$ cat config.mk
export PLATFORM = sky130hd
export DESIGN_NAME = parity_class_sched
export DESIGN_NICKNAME = d
export VERILOG_FILES = /design/src/rtl/parity_class_sched_pkg.sv /design/src/rtl/parity_class_sched_rr_arbiter.sv /design/src/rtl/parity_class_sched.sv
export SDC_FILE = /design/constraint.sdc
export NUM_CORES = 1
export LEC_CHECK = 0
export ABC_AREA = 0
export BUFFER_PORTS_ARGS = -buffer_cell sky130_fd_sc_hd__buf_2
export CAP_MARGIN = 20
export CORE_ASPECT_RATIO = 1.2
export CORE_MARGIN = 3
export CORE_UTILIZATION = 39
export CTS_CLUSTER_SIZE = 8
export DETAILED_ROUTE_END_ITERATION = 10
export SETUP_SLACK_MARGIN = 0.1
export SLEW_MARGIN = 20
export SYNTH_ARGS = -nofsm -noshare
export SYNTH_HDL_FRONTEND = slang
export SYNTH_SLANG_ARGS = --single-unit
export TNS_END_PERCENT = 30
$ cat constraint.sdc
create_clock -name clk -period 4.6 [get_ports clk]
set_input_delay 0.92 -clock clk [delete_from_list [all_inputs] [get_ports clk]]
set_output_delay 0.92 -clock clk [all_outputs]
set_load 0.01 [all_outputs]
$ cat src/rtl/parity_class_sched_pkg.sv
// rtl/parity_class_sched_pkg.sv - parity state encodings, class codes and update helpers
package parity_class_sched_pkg;

    // State bits are {odd1, odd0}: running parity of ones and zeros seen in the frame.
    typedef enum logic [1:0] {
        S0 = 2'b00,
        S1 = 2'b10,
        S2 = 2'b01,
        S3 = 2'b11
    } pstate_t;

    localparam logic [3:0] CLS_A = 4'b1000;
    localparam logic [3:0] CLS_B = 4'b0100;
    localparam logic [3:0] CLS_C = 4'b0010;
    localparam logic [3:0] CLS_D = 4'b0001;

    function automatic pstate_t next_state(input pstate_t cur, input logic bit_in);
        logic [1:0] s;
        s = cur;
        if (bit_in) begin
            s[1] = ~s[1];
        end else begin
            s[0] = ~s[0];
        end
        return pstate_t'(s);
    endfunction

    function automatic logic [3:0] class_of(input pstate_t s);
        logic [3:0] c;
        case (s)
            S0:      c = CLS_A;
            S2:      c = CLS_B;
            S1:      c = CLS_C;
            default: c = CLS_D;
        endcase
        return c;
    endfunction

endpackage

$ cat src/rtl/parity_class_sched_rr_arbiter.sv
// rtl/parity_class_sched_rr_arbiter.sv - combinational round-robin grant from a start pointer
module rr_arbiter #(
    parameter int NCH = 4,
    parameter int CHW = $clog2(NCH)
) (
    input  logic [NCH-1:0] req,
    input  logic [CHW-1:0] ptr,
    output logic [NCH-1:0] gnt,
    output logic [CHW-1:0] idx,
    output logic           any
);

    int j;

    // Scan NCH positions starting at ptr, wrapping; the first requester wins.
    always_comb begin
        gnt = '0;
        idx = '0;
        any = 1'b0;
        j   = 0;
        for (int i = 0; i < NCH; i++) begin
            j = int'(ptr) + i;
            if (j >= NCH) begin
                j = j - NCH;
            end
            if (!any && req[j]) begin
                gnt[j] = 1'b1;
                idx    = CHW'(j);
                any    = 1'b1;
            end
        end
    end

endmodule

$ cat src/rtl/parity_class_sched.sv
// rtl/parity_class_sched.sv - shared ones/zeros parity classifier time-shared across NCH serial channels
module parity_class_sched
    import parity_class_sched_pkg::*;
#(
    parameter int NCH = 4,
    parameter int CHW = $clog2(NCH)
) (
    input  logic           clk,
    input  logic           rst_n,
    input  logic           clr,
    input  logic [NCH-1:0] req,
    input  logic [NCH-1:0] din,
    input  logic [NCH-1:0] last,
    output logic [NCH-1:0] gnt,
    output logic           out_valid,
    output logic [CHW-1:0] out_ch,
    output logic [3:0]     out_cls,
    output logic           out_last
);

    logic [NCH-1:0] arb_gnt;
    logic [CHW-1:0] arb_idx;
    logic           arb_any;
    logic [CHW-1:0] ptr;
    logic [CHW-1:0] ptr_nxt;
    logic           take;
    pstate_t        st [NCH];
    pstate_t        cur_st;
    pstate_t        nxt_st;

    rr_arbiter #(
        .NCH (NCH),
        .CHW (CHW)
    ) u_arb (
        .req (req),
        .ptr (ptr),
        .gnt (arb_gnt),
        .idx (arb_idx),
        .any (arb_any)
    );

    // clr wins over a same-cycle grant, so the offered bit is left with the requester.
    assign take = arb_any & ~clr;
    assign gnt  = (take && rst_n) ? arb_gnt : '0;

    always_comb begin
        cur_st  = st[arb_idx];
        nxt_st  = next_state(cur_st, din[arb_idx]);
        ptr_nxt = (arb_idx == CHW'(NCH - 1)) ? '0 : arb_idx + 1'b1;
    end

    always_ff @(posedge clk or negedge rst_n) begin
        if (!rst_n) begin
            for (int i = 0; i < NCH; i++) begin
                st[i] <= S0;
            end
            ptr <= '0;
        end else if (clr) begin
            for (int i = 0; i < NCH; i++) begin
                st[i] <= S0;
            end
            ptr <= '0;
        end else if (take) begin
            st[arb_idx] <= last[arb_idx] ? S0 : nxt_st;
            ptr         <= ptr_nxt;
        end
    end

    // Result fields hold between grants; out_valid qualifies them.
    always_ff @(posedge clk or negedge rst_n) begin
        if (!rst_n) begin
            out_valid <= 1'b0;
            out_ch    <= '0;
            out_cls   <= 4'b0000;
            out_last  <= 1'b0;
        end else if (clr) begin
            out_valid <= 1'b0;
        end else if (take) begin
            out_valid <= 1'b1;
            out_ch    <= arb_idx;
            out_cls   <= class_of(nxt_st);
            out_last  <= last[arb_idx];
        end else begin
            out_valid <= 1'b0;
        end
    end

endmodule
==> metrics.cfg, run 1 <==
[status]
outcome = finished, final reports clean

[synthesis]
synth_common_cells = nor2_1, dfrtp_1, a21oi_1, mux2i_1, ha_1
synth.top_cell.area_share_pct = 29.8
synth_cells = 161
ys_types = 57
yosysTopAreaCell = dfrtp_1
async_flop_share_pct = 100
ys_seq_elements = 18
synth.most_common_cell = nor2_1
synth.area.top_cells = dfrtp_1, ha_1, mux2i_1, a32o_1, nor2_1
synth-edff-count = 0
synth_area_per_cell_sq_um = 9.39
yosys_warnings = 0
syn_nets = 185
netlist_area_sq_mm = 0.00151
synth_ff_type = dfrtp_1
ys_seq_area_share_pct = 29.8

[timing]
finClkSkew_ns = 0.00334
slew-limit-headroom_pct = 39.0
fmax_ghz = 0.240
finalSetupViolations = 0
setup_tns_ns = 0
period_share_pct = 90.7
rsz0062_at_grt = false
final_max_slew_viol_count = 0
hold_violations = 0
period_needed_ns = 4.17
whs_ns = 0.492
tightest_slew_ns = 0.912
worst_slack_ns = 0.429

[worst_setup_path]
crit_required_ns = 3.68
path_cells = inv_1 > ha_1 > mux4_2 > a211oi_2 > a22oi_1 > nor2_1 > a221oi_1 > nor2_1 > buf_2
cp_max_fo = 15
cp_slowest_cell = dfrtp_1
critPathTopFamily = flip-flops
max_stage_delay_ns = 0.66
crit_top_cell = nor2_1
cp-end-kind = primary output
crit_buf_inv = 2
critPathArrivalTime_ns = 3.25
worstSetupPathType = flop to primary output
start_kind = flop

[clock_tree]
clkTransAtPathRegs_ns = 0.07
cts_sinks = 18
cts_root_buf = clkbuf_8
cts_tree = yes
postCtsHoldBufs = 0
insertion_delay_ns = 0.25
cts_max_path_buffers = 2
htreeDepth = 1
cts_buffers = 3

[layout]
layout.nets = 208
drive_gt1_share_pct = 25.8
antennaDiodeCount = 0
post-route-util_pct = 46.1
stdcell_area_sq_mm = 0.00170
syn_to_final_growth_pct = 12.7
fillerInstances = 368
fin_cells = 234

[drt]
routedWlPerCell_um = 15.9
via_per_inst = 5.88
drt_pass1_iterations = 4
ant_nets = 0
via_count = 1375
drt_iter0_drc = 164
wirelength_mm = 3.73
drc = 0

[placed_design]
placed_cells = 231
dpl-instance-area_sq_mm = 0.00166
post-place-ws_ns = 0.590
gp_congestion = 0.876
io_buffers = 26
hpwlAfterDp_mm = 2.75

[grt]
grt-ovfl-total = 0
grt_first_pass_wirelength_mm = 6.23
antenna_found_initial = 0
globalRouteTotalUtil_pct = 16.5
met3_usage_pct = 2.11
grt_use_met2_pct = 31.5
met1_usage_pct = 18.7
grt_busiest_layer = met2
grt_pass1_vias = 1354
grt_max_degree = 20

[die]
ios = 27
dieArea_sq_mm = 0.00466
die-width_um = 62.8
initial_core_util_pct = 40.9
rows = 24
core-area_sq_mm = 0.00369
die_h_um = 74.2

[worst_hold_path]
hold_path.class = flop to flop

[power]
max-vdd-ir-drop_mv = 0.298
power_per_cell_area_mw_per_mm2 = 716
total_power_mw = 1.22
power.leakage_nw = 0.752

[flow_run]
cap_violations = 0

timing repair:
item,4_1_cts,5_1_grt
gates resized for setup,0,1
setup endpoints to repair,0,4
setup buffers,0,0
hold endpoints to repair,0,0
cell usage in the layout (no fill, tap or decap), types with 2 or more instances in the layout:
| cell | Yosys | final |
|---|---|---|
| nand2_1 | 7 | 7 |
| nand4_1 | 2 | 2 |
| o211ai_1 | 2 | 2 |
| a22oi_1 | 5 | 5 |
| mux2_2 | 2 | 2 |
| a211oi_2 | 2 | 3 |
| a21oi_1 | 11 | 11 |
| a211o_1 | 2 | 2 |
| and4_1 | 2 | 2 |
| ha_1 | 9 | 9 |
| clkbuf_8 | 0 | 3 |
| a221oi_1 | 4 | 4 |
| nor3b_1 | 2 | 2 |
| o21ai_1 | 4 | 4 |
| nor2_1 | 20 | 20 |
| a32o_1 | 8 | 8 |
| buf_2 | 3 | 26 |
| nand3_1 | 4 | 4 |
| o21ai_0 | 3 | 3 |
| inv_1 | 3 | 3 |
| mux2i_1 | 10 | 10 |
| dfrtp_1 | 18 | 18 |
logic make-up (layout without fill, tap and decap cells):
group	Yosys count	count (layout)	synth area share [%]
and+or+nand+nor	53	53	18.8
AOI/OAI and AO/OA	52	52	27.2
DFF	18	18	29.8
muxes	15	15	11.5
buffers and inverters	13	34	4.72
adders and majority gates	9	9	7.45
xor gates and xnor gates	1	1	0.580
worst reg2reg max path: cells and delay by family (launching register included):
kind,cells,cell delay [ns]
and+or+nand+nor,3,0.94
DFF,1,0.66
adders and majority gates,1,0.52
muxes,1,0.45
AOI/OAI and AO/OA,2,0.39
xor gates and xnor gates,1,0.39
buffers and inverters,1,0.18
power breakdown:
group	total [mW]	switching (mW)	internal, mW	leakage (nW)
Clock	0.109	0.0511	0.0582	0.0216
Combinational	0.831	0.475	0.355	0.500
Sequential	0.281	0.0602	0.221	0.231
sequential cells by signal, summed over array words and instances (netlist names):
register and count:
out_ch 2, out_last 1, st 8, out_cls 4
ptr 2, out_valid 1
cell type report:
type,count,area (sq um),share of cell area [%]
multi-input cells,130,995,58.4
flip-flops and latches,18,450,26.4
repair buffers,27,138,8.08
well taps,52,65.1,3.82
clock buffers,3,41.3,2.42
inverters,4,15.0,0.881
routing by layer:
metal  wire (um)  part of all wire (%)  up-vias
met3         126                   3.4        9
met1        1610                    43      661
met2        1920                    51       38
li1            -                     -      667
met4          77                   2.1        0
met5           0                     0        -
worst paths after layout:
| path | from | end | slack [ns] | cells past startpoint |
|---|---|---|---|---|
| setup / recovery | ptr[0] | gnt[3] | 0.43 | 9 |
| min in group asynchronous | rst_n | out_cls[3] | 0.60 | 1 |
| max in group asynchronous | rst_n | st[7] | 3.70 | 1 |
| hold / removal | st[7] | st[7] | 0.49 | 1 |
| setup reg to reg | ptr[0] | st[4] | 1.00 | 9 |
| hold reg to reg | st[7] | st[7] | 0.49 | 1 |
Note: power is estimated with default switching activity, not from simulation.
==> run 2: changes to the inputs <==
--- a/config.mk
+++ b/config.mk
@@ -12,5 +12,6 @@
 export CORE_MARGIN = 3
-export CORE_UTILIZATION = 39
+export CORE_UTILIZATION = 55
 export CTS_CLUSTER_SIZE = 8
 export DETAILED_ROUTE_END_ITERATION = 10
+export PLACE_DENSITY = 0.79
 export SETUP_SLACK_MARGIN = 0.1
==> constraint.sdc (replaced) <==
create_clock -name clk -period 4.6 [get_ports clk]
set_input_delay 0.46 -clock clk [delete_from_list [all_inputs] [get_ports clk]]
set_output_delay 0.46 -clock clk [all_outputs]
set_load 0.01 [all_outputs]
==> metrics.cfg, run 2 (synthesis results as in run 1) <==
[status]
outcome = finished, final reports clean

[die]
die_h_um = 63.4  ; -15%
ios = 27  ; unchanged
rows = 20  ; -17%
die-width_um = 53.9  ; -14%
core-area_sq_mm = 0.00258  ; -30%
dieArea_sq_mm = 0.00342  ; -27%
initial_core_util_pct = 58.6  ; +18 points

[worst_setup_path]
cp-end-kind = primary output
critPathArrivalTime_ns = 3.42  ; +0.17 ns
cp_max_fo = 15  ; unchanged
cp_slowest_cell = dfrtp_1
worstSetupPathType = flop to primary output
start_kind = flop
path_cells = inv_1 > ha_1 > mux4_2 > a211oi_1 > a22oi_1 > nor2_1 > a221oi_1 > nor2_1 > buf_2
crit_required_ns = 4.14  ; +0.46 ns
crit_top_cell = nor2_1
critPathTopFamily = flip-flops
crit_buf_inv = 2  ; unchanged
max_stage_delay_ns = 0.68  ; +0.02 ns

[drt]
wirelength_mm = 3.56  ; -4.6%
via_per_inst = 6.56  ; +12%
via_count = 1410  ; +2.5%
drt_pass1_iterations = 4  ; unchanged
drt_iter0_drc = 77  ; -53%
drc = 0  ; unchanged
routedWlPerCell_um = 16.5  ; +3.8%
ant_nets = 0  ; unchanged

[layout]
layout_commonest_cell = buf_2
syn_to_final_growth_pct = 10.0
largestRegisters = st: 8 flops, out_cls: 4 flops
mostFrequentLayoutCells = buf_2, nor2_1, dfrtp_1, a21oi_1, mux2i_1
antennaDiodeCount = 0  ; unchanged
drive_gt1_share_pct = 25.3  ; -0.55 points
multi_input_area_sq_um = 990  ; -0.50%
largest-register = st
fillerInstances = 233  ; -37%
final-seq-area_sq_um = 450  ; unchanged
largest_reg_flops = 8  ; unchanged
layout.nets = 207  ; -0.48%

[grt]
grt_first_pass_wirelength_mm = 5.91  ; -5.1%
antenna_found_initial = 0  ; unchanged
grt_pass1_vias = 1343  ; -0.81%
grt_max_degree = 20  ; unchanged
grt-ovfl-total = 0  ; unchanged
globalRouteTotalUtil_pct = 22.3  ; +5.8 points

[flow_run]
cap_violations = 0  ; unchanged

[power]
max-vdd-ir-drop_mv = 0.416  ; +40%
power_per_cell_area_mw_per_mm2 = 729  ; +1.8%
power.leakage_nw = 0.745  ; -0.92%
total_power_mw = 1.21  ; -0.70%

[placed_design]
hpwlAfterDp_mm = 2.71  ; -1.5%
gp_congestion = 0.819  ; -6.6%
io_buffers = 26  ; unchanged

[timing]
finalSetupViolations = 0  ; unchanged
fmax_ghz = 0.258  ; +7.6%
slew-limit-headroom_pct = 38.3  ; -0.75 points
finClkSkew_ns = 0.00315  ; -0.000197 ns
hold_violations = 0  ; unchanged
setup_tns_ns = 0  ; unchanged
period_share_pct = 84.3  ; -6.4 points
tightest_slew_ns = 0.923  ; +0.0112 ns
final_max_slew_viol_count = 0  ; unchanged
rsz0062_at_grt = false
period_needed_ns = 3.88  ; -0.294 ns

[clock_tree]
htreeDepth = 1  ; unchanged
cts-resized-gates = 0  ; unchanged
clkTransAtPathRegs_ns = 0.10  ; +0.03 ns
cts_post_setup_buffers_inserted = 0  ; unchanged
postCtsHoldBufs = 0  ; unchanged
cts_buffers = 3  ; unchanged
insertion_delay_ns = 0.31  ; +0.06 ns
cts_tree = yes
cts_max_path_buffers = 2  ; unchanged
cts_root_buf = clkbuf_4
cts_sinks = 18  ; unchanged

[worst_hold_path]
hold_path.class = primary input to asynchronous set/reset pin

[run 2: cell types whose count changed in the layout (fill, tap and decap cells not counted)]
cell and change:
clkbuf_4 +3, clkbuf_8 -2, a211oi_1 +1, a211oi_2 -1
buf_4 -1
[run 2: layout make-up]
class	count	share of cell area (%)
Clock buffer	4	2.18
Multi-Input combinational cell	130	59.5
Timing Repair Buffer	26	7.83
Inverter	4	0.903
Sequential cell	18	27.1
Tap cell	33	2.48
[run 2: worst paths after layout]
check,start,endpoint,slack [ns],depth (start not counted)
max,ptr[0],gnt[2],0.72,9
min,rst_n,out_cls[2],0.07,1
max reg2reg,ptr[0],st[2],1.05,9
min reg2reg,out_last,out_last,0.51,2
max in group asynchronous,rst_n,st[3],4.24,1
min in group clk,clr,ptr[1],0.42,2
[run 2: through the flow]
step	hold slack (ns)	cell area, sq um	setup WS (ns)	utilization (%)	cells
2_1_floorplan	0.164	1510	1.47	-	161
3_3_place_gp	0.404	1630	1.23	63.1	211
3_5_place_dp	0.412	1630	1.10	63.1	211
4_1_cts	0.0868	1660	0.778	64.5	215
5_1_grt	0.0866	1660	0.451	64.5	215
6_report	0.0701	1660	0.723	64.5	215
[run 2: report_power, final]
part / internal [mW] / switching, mW / total [mW]
Combinational: 0.353 / 0.476 / 0.829
Clock: 0.0484 / 0.0520 / 0.100
Sequential: 0.220 / 0.0622 / 0.283
Total: 0.622 / 0.590 / 1.21
[run 2: per-layer routing]
| metal | vias up | wire, um | GRT usage, % |
|---|---|---|---|
| met5 | - | 0 | 0 |
| met4 | 0 | 45 | 4.79 |
| li1 | 665 | - | - |
| met2 | 40 | 1920 | 40.0 |
| met3 | 5 | 134 | 2.13 |
| met1 | 700 | 1460 | 27.6 |
==> run 3: changes to the inputs <==
clock period = 3.9 ns   (was 4.6 ns; I/O delays follow)
==> metrics.cfg, run 3 (synthesis results as in run 1) <==
[status]
outcome = finished, final reports clean

[power]
power.leakage_nw = 0.741  ; -0.61%
max-vdd-ir-drop_mv = 0.488  ; +17%
total_power_mw = 1.40  ; +16%
power_per_cell_area_mw_per_mm2 = 844  ; +16%

[worst_setup_path]
crit_buf_inv = 2  ; unchanged
r2r-end = st[0]
critPathArrivalTime_ns = 3.21  ; -0.21 ns
max_stage_delay_ns = 0.61  ; -0.07 ns
cp_max_fo = 15  ; unchanged
cp_slowest_cell = mux4_2
reg2reg_from = ptr[0]
crit_end = gnt[0]
crit_cells = 9  ; unchanged
r2r_cells = 9  ; unchanged
critPathTopFamily = compound AO/OA/AOI/OAI gates
crit_start = ptr[0]
crit_required_ns = 3.51  ; -0.63 ns
start_kind = flop
path_cells = inv_1 > ha_2 > mux4_2 > a211oi_1 > a22oi_1 > nor2_1 > a221oi_1 > nor2_1 > buf_2
reg2reg_slack_ns = 0.76  ; -0.29 ns
worstSetupPathType = flop to primary output
crit_top_cell = nor2_1
cp-end-kind = primary output

[drt]
drt_pass1_iterations = 4  ; unchanged
routedWlPerCell_um = 15.9  ; -3.7%
ant_nets = 0  ; unchanged
drc = 0  ; unchanged
via_count = 1363  ; -3.3%
via_per_inst = 6.34  ; -3.3%
drt_iter0_drc = 64  ; -17%
wirelength_mm = 3.42  ; -3.7%

[timing]
tightest_slew_ns = 0.917  ; -0.00589 ns
hold_violations = 0  ; unchanged
period_needed_ns = 3.60
setup_tns_ns = 0  ; unchanged
fmax_ghz = 0.278
period_share_pct = 92.2
rsz0062_at_grt = false
final_max_slew_viol_count = 0  ; unchanged
slew-limit-headroom_pct = 38.6  ; +0.39 points
finClkSkew_ns = 0.00666  ; +0.00352 ns
finalSetupViolations = 0  ; unchanged

[layout]
syn_to_final_growth_pct = 9.85
drive_gt1_share_pct = 26.4  ; +1.1 points
largestRegisters = st: 8 flops, out_cls: 4 flops
largest_reg_flops = 8  ; unchanged
layout.nets = 208  ; +0.48%
layout_commonest_cell = buf_2
antennaDiodeCount = 0  ; unchanged
mostFrequentLayoutCells = buf_2, nor2_1, dfrtp_1, a21oi_1, mux2i_1
largest-register = st

[grt]
grt-ovfl-total = 0  ; unchanged
grt_first_pass_wirelength_mm = 5.58  ; -5.6%
antenna_found_initial = 0  ; unchanged
grt_max_degree = 20  ; unchanged
globalRouteTotalUtil_pct = 21.3  ; -0.95 points
grt_pass1_vias = 1291  ; -3.9%

[die]
dieArea_sq_mm = 0.00342  ; unchanged
initial_core_util_pct = 58.6  ; unchanged
ios = 27  ; unchanged
rows = 20  ; unchanged
core-area_sq_mm = 0.00258  ; unchanged
die-width_um = 53.9  ; unchanged
die_h_um = 63.4  ; unchanged

[clock_tree]
clkTransAtPathRegs_ns = 0.10  ; about the same
cts_tree = yes
cts_post_setup_buffers_inserted = 0  ; unchanged
htreeDepth = 1  ; unchanged
cts_root_buf = clkbuf_4
cts_max_path_buffers = 2  ; unchanged
cts_sinks = 18  ; unchanged
cts_buffers = 3  ; unchanged
insertion_delay_ns = 0.29  ; -0.02 ns

[flow_run]
cap_violations = 0  ; unchanged

[placed_design]
io_buffers = 26  ; unchanged
hpwlAfterDp_mm = 2.61  ; -3.5%
gp_congestion = 0.851  ; +3.9%

[worst_hold_path]
hold_path.class = primary input to asynchronous set/reset pin

## run 3: changes by cell type in the layout (fill, tap and decap cells not counted), sizes merged
cell,before,now
clkbuf,4,3
buf,26,27
## run 3: layer usage
| layer | global-route usage, % | share of wire [%] | vias up |
|---|---|---|---|
| li1 | - | - | 663 |
| met1 | 25.9 | 43 | 653 |
| met2 | 37.4 | 51 | 41 |
| met3 | 1.65 | 4.0 | 6 |
| met4 | 7.99 | 2.0 | 0 |
| met5 | 0 | 0 | - |
## run 3: layout make-up
type,instances,area (sq um)
sequential,18,452
timing repair buffer,27,138
inverter,4,15.0
fill,217,917
multi-input combinational,130,992
clock buffer,3,22.5
tap,33,41.3
## run 3: where the power goes
part | leakage [nW] | internal (mW) | switching, mW
registers | 0.229 | 0.261 | 0.0578
clock network | 0.0138 | 0.0359 | 0.0528
logic | 0.498 | 0.426 | 0.567
total | 0.741 | 0.724 | 0.677
## run 3: metrics by stage
stage	instance area, sq um	utilization, %	hold WS, ns	worst slack, ns	cells
finish	1660	64.4	0.00915	0.303	215
global route	1660	64.4	0.0460	0.113	215
CTS	1660	64.3	0.0239	0.114	215
detailed placement	1630	63.4	0.340	0.442	212
global placement	1630	63.4	0.333	0.601	212
floorplan	1510	-	0.0944	0.836	161
## run 3: worst min-delay path by stage
stage / from / end / slack [ns] / cells past startpoint
6_report: rst_n / out_cls[2] / 0.009 / 1
4_1_cts: rst_n / out_cls[2] / 0.02 / 1
2_1_floorplan: rst_n / out_ch[0] / 0.09 / 0
3_5_place_dp: rst_n / out_cls[2] / 0.34 / 1
5_1_grt: rst_n / out_cls[3] / 0.05 / 1
3_3_place_gp: rst_n / out_cls[2] / 0.33 / 1
## run 3: timing repair
item | 4_1_cts | 5_1_grt
resized for setup | 0 | 2
endpoints found under the setup margin | 0 | 4
hold buffers | 0 | 0
hold endpoints to repair | 0 | 0
